[config.mk]
export PLATFORM = sky130hd
export DESIGN_NAME = mem_arbiter
export DESIGN_NICKNAME = d
export VERILOG_FILES = /design/src/rtl/mem_arbiter.sv
export SDC_FILE = /design/constraint.sdc
export NUM_CORES = 1
export LEC_CHECK = 0
export ABC_AREA = 1
export CAP_MARGIN = 5
export CORE_ASPECT_RATIO = 0.7
export CORE_MARGIN = 1
export CORE_UTILIZATION = 45
export DETAILED_ROUTE_END_ITERATION = 7
export DONT_BUFFER_PORTS = 1
export SKIP_LAST_GASP = 1
export SYNTH_ARGS = -nofsm -noshare
export SYNTH_HDL_FRONTEND = slang
export SYNTH_SLANG_ARGS = --single-unit
[constraint.sdc]
create_clock -name clk -period 2.3 [get_ports clk]
set_input_delay 0.69 -clock clk [delete_from_list [all_inputs] [get_ports clk]]
set_output_delay 0.69 -clock clk [all_outputs]
set_load 0.1 [all_outputs]
[src/rtl/mem_arbiter.sv]
// Two-port arbiter sharing one synchronous-read memory between instruction fetch and load/store.
// Data has priority; fetch is forced after STREAK_MAX consecutive data grants while it waits.
module mem_arbiter #(
    parameter int unsigned STREAK_MAX = 4
) (
    input  logic        clk,
    input  logic        rst,
    input  logic        if_req,
    input  logic [12:0] if_addr,
    output logic        if_gnt,
    output logic        if_rvalid,
    output logic [15:0] if_rdata,
    input  logic        d_req,
    input  logic        d_we,
    input  logic [13:0] d_addr,
    input  logic [15:0] d_wdata,
    output logic        d_gnt,
    output logic        d_rvalid,
    output logic [15:0] d_rdata,
    output logic        d_err,
    output logic [13:0] mem_addr,
    output logic        mem_we,
    output logic [15:0] mem_data_in,
    input  logic [15:0] mem_data_out
);

    logic [3:0] streak_q, streak_d;
    logic       if_pend_q, if_pend_d;
    logic       d_pend_q, d_pend_d;
    logic       d_fault_q, d_fault_d;
    logic       d_legal;

    assign d_legal = d_addr[13];

    always_comb begin
        if_gnt      = 1'b0;
        d_gnt       = 1'b0;
        mem_addr    = '0;
        mem_we      = 1'b0;
        mem_data_in = '0;
        if (!rst) begin
            if (if_req && (!d_req || streak_q == 4'(STREAK_MAX))) begin
                if_gnt = 1'b1;
            end else if (d_req) begin
                d_gnt = 1'b1;
            end
        end
        if (if_gnt) begin
            mem_addr = {1'b0, if_addr};
        end else if (d_gnt && d_legal) begin
            mem_addr    = d_addr;
            mem_we      = d_we;
            mem_data_in = d_wdata;
        end
    end

    always_comb begin
        streak_d = streak_q;
        if (!if_req || if_gnt) begin
            streak_d = '0;
        end else if (d_gnt && streak_q != 4'(STREAK_MAX)) begin
            streak_d = streak_q + 4'd1;
        end
    end

    // Response owner of the read issued this cycle; stores produce no response.
    always_comb begin
        if_pend_d = if_gnt;
        d_pend_d  = d_gnt && d_legal && !d_we;
        d_fault_d = d_gnt && !d_legal;
    end

    always_ff @(posedge clk or posedge rst) begin
        if (rst) begin
            streak_q  <= '0;
            if_pend_q <= 1'b0;
            d_pend_q  <= 1'b0;
            d_fault_q <= 1'b0;
        end else begin
            streak_q  <= streak_d;
            if_pend_q <= if_pend_d;
            d_pend_q  <= d_pend_d;
            d_fault_q <= d_fault_d;
        end
    end

    assign if_rvalid = if_pend_q;
    assign if_rdata  = if_pend_q ? mem_data_out : 16'h0000;
    assign d_rvalid  = d_pend_q || d_fault_q;
    assign d_err     = d_fault_q;
    assign d_rdata   = d_pend_q ? mem_data_out : 16'h0000;

endmodule

==> impl_metrics.ini, run 1 <==
[die]
floorplan.rows = 13
boundaryPins = 132
start_util = 0.508
die_extent_in_x_um = 58.3
fp.dieH_um = 41.4

[place]
portBuffers = 0
place.gp.congestion = 0.730

[synth]
yosys_warnings = 0
synthesis.area_per_instance_um2 = 5.18
syn_inst = 193
ys_types = 19
synth-seq-cells = 7
mappedNetlistArea_um2 = 1000
synth-seq-area-share = 0.175
synth_nets = 259

[status]
error_message = [ERROR DPL-0038] Utilization greater than 100%, impossible to legalize
outcome = did not finish
failed_at = detailed placement
[Yosys cell counts (all sizes together)]
| cell type | count | area, um^2 |
|---|---|---|
| nand2 | 68 | 265 |
| inv | 57 | 214 |
| nor2 | 24 | 105 |
| nand4 | 14 | 87.6 |
| dfrtp | 7 | 175 |
| clkbuf | 6 | 22.5 |
| buf | 5 | 37.5 |
| nand3 | 5 | 37.5 |
| ha | 2 | 25.0 |
| o21ai | 2 | 10.0 |
| a21oi | 1 | 5.00 |
| or2 | 1 | 6.26 |
| xor2 | 1 | 8.76 |
[stage by stage]
| stage | setup WS [ns] | cell area (um^2) | cells |
|---|---|---|---|
| 3_3_place_gp | 0.0471 | 2120 | 275 |
| 2_1_floorplan | -0.237 | 1380 | 193 |
[cell families after synthesis]
| logic type | after synthesis | synth area share |
|---|---|---|
| and+or+nand+nor | 112 | 0.502 |
| AOI/OAI and AO/OA | 3 | 0.0150 |
| buffers and inverters | 68 | 0.274 |
| adders and majority gates | 2 | 0.0250 |
| DFF | 7 | 0.175 |
| xor gates and xnor gates | 1 | 0.00876 |
==> inputs of run 2 (changes only) <==
CORE_AREA = 2 2 63 65   (was default)
CORE_ASPECT_RATIO = default   (was 0.7)
CORE_MARGIN = default   (was 1)
CORE_UTILIZATION = default   (was 45)
DIE_AREA = 0 0 65 67   (was default)
PLACE_DENSITY_LB_ADDON = 0.15   (was default)
==> run 2 against run 1 <==
  * The flow now finishes, with violations (negative setup slack)
  * Area after synthesis is the same
  * Synthesized cell count is the same
==> impl_metrics.ini, run 2 <==
[route]
drt_pass1_iterations = 4
detail_route.drc_violations = 0
ant_nets = 0
vias_per_cell = 4.59
route.final.wire_length_mm = 4.40
wl_per_cell_um = 14.2
drt-initial-drc-count = 67
detailroute.via_count = 1418

[place]
place.gp.congestion = 0.765
portBuffers = 0
hpwl_after_detailed_placement_mm = 3.50

[timing]
final_hold_viols = 0
whs_ns = 0.243
period_share = 1.03
setup-violations-final = 31
report.final.slew_viol_count = 0
fin_crit_ns = 2.36
rsz_0062_raised_after_global_routing = yes
fin_skew_ns = 0.00596
post_layout_worst_setup_margin_ns = -0.0581
timing.max_slew.rel_slack = 0.674
tightest_slew_ns = 0.489
timing.fmax_mhz = 424

[finish]
finalNetCount = 328
largest_register_ff_count = 4
layout.filler_cells = 291
area.growth.synth_to_final_pct = 146
registers.top_by_ff_count = streak_q
layout_common_cells = inv_1, buf_4, nand2_1
fin_util = 0.683
diodes = 0
layout-drive-gt1-share = 0.563

[cts]
clock_tree_from_tritoncts = done
cts.hold.buffers_added = 0
buffer_depth_of_the_longest_clock_path = 2
ctsRootBufferMaster = clkbuf_8
cts_max_level = 1
clock_latency_ns = 0.23
cts_num_sinks = 7
clk_transition_reported_paths_ns = 0.04
cts_buffers = 3

[synth]
synth_async_sr_flop_share = 1.00
synthesis.area_per_instance_um2 = 5.18
most_used_standard_cells_in_the_synthesized_netlist = nand2_1, inv_1, nor2_1
number_of_enable_flip_flop_cells_after_synthesis = 0
mappedNetlistArea_um2 = 1000
fraction_of_synthesized_cell_area_taken_by_the_top_area_cell_type = 0.248
synth-seq-cells = 7
post-synth-top-count-cell = nand2_1
synth_top_cell_by_area = nand2_1
syn_inst = 193
ys_types = 19
synth_nets = 259
yosys_warnings = 0
area_contributors_post_synth = nand2_1, inv_1, dfrtp_1
synth-seq-area-share = 0.175
most_frequently_used_flop_master_after_synthesis = dfrtp_1

[die]
die_extent_in_x_um = 65
start_util = 0.277
floorplan.rows = 22
die-area_mm2 = 0.00436
core_area_mm2 = 0.00361
boundaryPins = 132
fp.dieH_um = 67

[status]
failed_checks = negative setup slack
outcome = finished with violations

[critical_path]
worst_setup_path_start_kind = flip-flop
cp_data_arrival_time_ns = 1.67
crit_fanout = 5
path_delay_family = simple AND/OR/NAND/NOR gates
critPathMostFrequentCell = nand2_2
worst_path_largest_cell_delay_ns = 0.38
crit_required_ns = 1.61
setup.worst_path.class = reg2out
critical_path_buf_inv_count = 3
critical-path-slowest-cell = dfrtp_1
worst_setup_path_end_kind = output pin
cells_along_the_critical_path = inv_2, ha_4, nand3_4, nand2_4, nand2_8, nor2_4, buf_6, nand2_2, nand2_2, buf_12

[global_route]
first_pass_grt_wire_length_mm = 6.40
globalRouteTotalUtil = 0.191
globalRoute.totalOverflow = 0
antenna_found_initial = 0
largest_net_degree_at_the_start_of_global_routing = 18
first_global_vias = 1342

[power]
ir_drop_uv = 292
pwrdens_mw_per_mm2 = 324
power.leakage_uw = 0.00129

[run]
max_cap_violations = 0

[min_path]
min-delay-path-class = in2async
-- run 2: cell counts after synthesis --
Identical to the previous run, type by type.
-- run 2: power breakdown --
group	switching (uW)	internal, uW	total (uW)	leakage (uW)
Clock	54.9	120	175	0.0000228
Combinational	351	136	488	0.00118
Sequential	6.37	128	134	0.0000941
-- run 2: worst paths after layout --
check / start / end / slack [ns] / depth (start not counted)
worst max-delay path: streak_q[0]$_DFFE_PP0P_ / mem_addr[2] / -0.06 / 10
worst min-delay path: rst / streak_q[3]$_DFFE_PP0P_ / 0.24 / 1
worst max register to register: streak_q[0]$_DFFE_PP0P_ / if_rvalid$_DFF_PP0_ / 0.95 / 8
worst min register to register: streak_q[3]$_DFFE_PP0P_ / streak_q[3]$_DFFE_PP0P_ / 0.54 / 3
max in group asynchronous: rst / if_rvalid$_DFF_PP0_ / 1.86 / 1
min in group clk: d_addr[13] / d_err$_DFF_PP0_ / 0.53 / 1
-- run 2: timing repair --
action / CTS / global route
endpoints found under the hold margin: 0 / 0
resized for setup: 32 / 10
pin swaps: 20 / 6
setup endpoints to repair: 33 / 33
gates cloned: 2 / 1
setup buffers: 6 / 2
-- run 2: metal layers --
metal  vias to the layer above  GRT usage  part of all wire
met5                         -          0                 0
met4                         0     0.0559            0.0096
met3                         4     0.0456              0.10
met2                        91      0.365              0.55
met1                       634      0.207              0.34
li1                        689          -                 -
-- run 2: area by class of cell --
class / count / area [um^2] / area share
Timing Repair Buffer: 75 / 952 / 0.387
Clock buffer: 4 / 45.0 / 0.0183
Sequential cell: 7 / 179 / 0.0727
Tap cell: 48 / 60.1 / 0.0244
Inverter: 57 / 268 / 0.109
Multi-Input combinational cell: 118 / 958 / 0.389
-- run 2: through the flow --
| step | TNS (ns) | total power, uW | worst slack, ns | std cells | area (um^2) |
|---|---|---|---|---|---|
| 2_1_floorplan | -2.39 | 496 | -0.237 | 193 | 1380 |
| 3_3_place_gp | 0 | 579 | 0.0620 | 294 | 2150 |
| 3_5_place_dp | -0.189 | 584 | -0.0413 | 294 | 2150 |
| 4_1_cts | -0.677 | 789 | -0.0693 | 306 | 2380 |
| 5_1_grt | -3.41 | 824 | -0.152 | 309 | 2460 |
| 6_report | -0.860 | 797 | -0.0581 | 309 | 2460 |
-- run 2: worst register-to-register path, stage by stage, from the launching register on --
cell,delay (ns)
dfrtp_1,0.38
inv_2,0.09
ha_4,0.14
nand3_4,0.06
nand2_4,0.10
nand2_8,0.08
nor2_4,0.14
buf_6,0.18
buf_4,0.12
-- run 2: cells by family (layout without fill, tap and decap cells) --
family                   count (synthesis)  in the layout  share of synthesized area
XOR/XNOR                                 1              1                    0.00876
adder cells (fa/ha/maj)                  2              2                     0.0250
flip-flops                               7              7                      0.175
AO/OA/AOI/OAI                            3              3                     0.0150
AND/OR/NAND/NOR                        112            112                      0.502
buffers and inverters                   68            136                      0.274
(Power assumes the default switching activity.)
==> inputs of run 3 (changes only) <==
HOLD_SLACK_MARGIN = 0.08   (was default)
==> results of run 3 <==
No change in the layout: final DEF, timing and power equal those of run 2.
==> patch, RTL diff (settings of run 2) <==
Register the output `d_err` once more; this adds one clock of latency there. The other outputs are not delayed to match.
--- a/src/rtl/mem_arbiter.sv
+++ b/src/rtl/mem_arbiter.sv
@@ -87,7 +87,9 @@
     assign if_rvalid = if_pend_q;
     assign if_rdata  = if_pend_q ? mem_data_out : 16'h0000;
     assign d_rvalid  = d_pend_q || d_fault_q;
-    assign d_err     = d_fault_q;
+    always_ff @(posedge clk) begin
+        d_err <= d_fault_q;
+    end
     assign d_rdata   = d_pend_q ? mem_data_out : 16'h0000;
 
 endmodule
Behaviour: not the same (Yosys sat finds a counterexample within 4 cycles, from zero or initial values and one cycle with rst high).
==> patch against run 2 <==
Sequential cell count is 1 higher; routed wire length down 1.0%; synthesized area up 4.3%; sequential share of layout area up 0.70 points; final area increased by 1.4%; power is 1.3% higher; die area unchanged; worst setup slack lost 22 ps; the flow still finishes with violations (negative setup slack); highest routed layer unchanged.
==> patch: results <==
export IMPL_yosysUniqueCellTypes=22
export IMPL_status="complete, but fails checks"
export IMPL_grt_util_met1=0.173
export IMPL_grtUsageMet3=0.0389
export IMPL_critPathCapture="mem_addr[13]"
export IMPL_wirelength_mm=4.35
export IMPL_async_flop_share=0.875
export IMPL_ys_seq_area_frac=0.187
export IMPL_max_slew_worst_pin_slew_ps=528
export IMPL_violations="negative setup slack"
export IMPL_finalWorstSetupSlack_ps=-80.2
export IMPL_use_met2=0.407
export IMPL_gp_congestion=0.817
export IMPL_hpwlAfterDp_mm=3.53
export IMPL_grt_pass1_wl_mm=6.38
export IMPL_place_area_sq_um=2130
export IMPL_rr_endpoint="d_pend_q$_DFF_PP0_"
export IMPL_path_max_fanout=8
export IMPL_synth_compound_area_share=0.0192
export IMPL_grtUsageTotal=0.189
export IMPL_fin_skew_ps=9.43
export IMPL_grt_pass1_vias=1416
export IMPL_final_setup_viol_count=32
export IMPL_drt_initial_drc_count=47
export IMPL_via_count=1432
export IMPL_drive_above_1_share=0.555
export IMPL_syn_nets=261
[patch: how the worst min path moves through the flow]
stage | endpoint | slack (ps) | cells past startpoint
after floorplan | d_err$_DFF_P_ | 340 | 0
after global placement | d_err$_DFF_P_ | 350 | 0
after detailed placement | d_err$_DFF_P_ | 350 | 0
after CTS | streak_q[3]$_DFFE_PP0P_ | 290 | 1
after global routing | streak_q[3]$_DFFE_PP0P_ | 320 | 1
final | streak_q[3]$_DFFE_PP0P_ | 280 | 1
[patch: power by group through the flow]
stage / Combinational [uW] / Clock (uW) / Sequential [uW]
after floorplan: 347 / 0 / 159
after global placement: 434 / 0 / 152
after detailed placement: 439 / 0 / 152
after CTS: 470 / 182 / 150
after global routing: 497 / 189 / 151
final: 480 / 177 / 150
[patch: layout make-up]
type,instances,area (sq um)
fill,279,1110
timing repair buffer,76,928
clock buffer,4,45.0
tap,48,60.1
multi-input combinational,121,996
sequential,8,199
inverter,56,268
[patch: cells by family after synthesis]
kind of cell,Yosys count
compound gates,4
xor+xnor,1
simple gates,114
flops,8
buf+inv,66
fa+ha+maj,2
[patch: what timing repair did]
action                                  4_1_cts  5_1_grt
hold buffers                                  0        0
pin swaps                                    25        9
gates cloned                                  2        0
resized for setup                            24       21
endpoints found under the setup margin       32       33
setup buffers                                 7        2
[patch: worst max-delay path, stage by stage, from the launching register on]
cell and delay [ps]:
dfrtp_1 390, inv_2 80, ha_4 150, nand3_4 70
nand2_4 100, nand2_8 80, nand3_4 110, buf_12 170
clkinvlp_4 120, buf_12 170
[patch: metal layers]
metal,up-vias,part of all wire
li1,701,-
met1,636,0.30
met2,90,0.58
met3,5,0.10
met4,0,0.011
met5,-,0
[patch: per-stage QoR]
| step | worst slack (ps) | setup TNS, ps | cells | utilization |
|---|---|---|---|---|
| after floorplan | -283 | -3180 | 195 | - |
| after CTS | -78.1 | -1510 | 311 | 0.662 |
| after global routing | -153 | -3660 | 313 | 0.692 |
| after detailed placement | 51.6 | 0 | 298 | 0.590 |
| final | -80.2 | -1250 | 313 | 0.692 |
| after global placement | 111 | 0 | 298 | 0.590 |
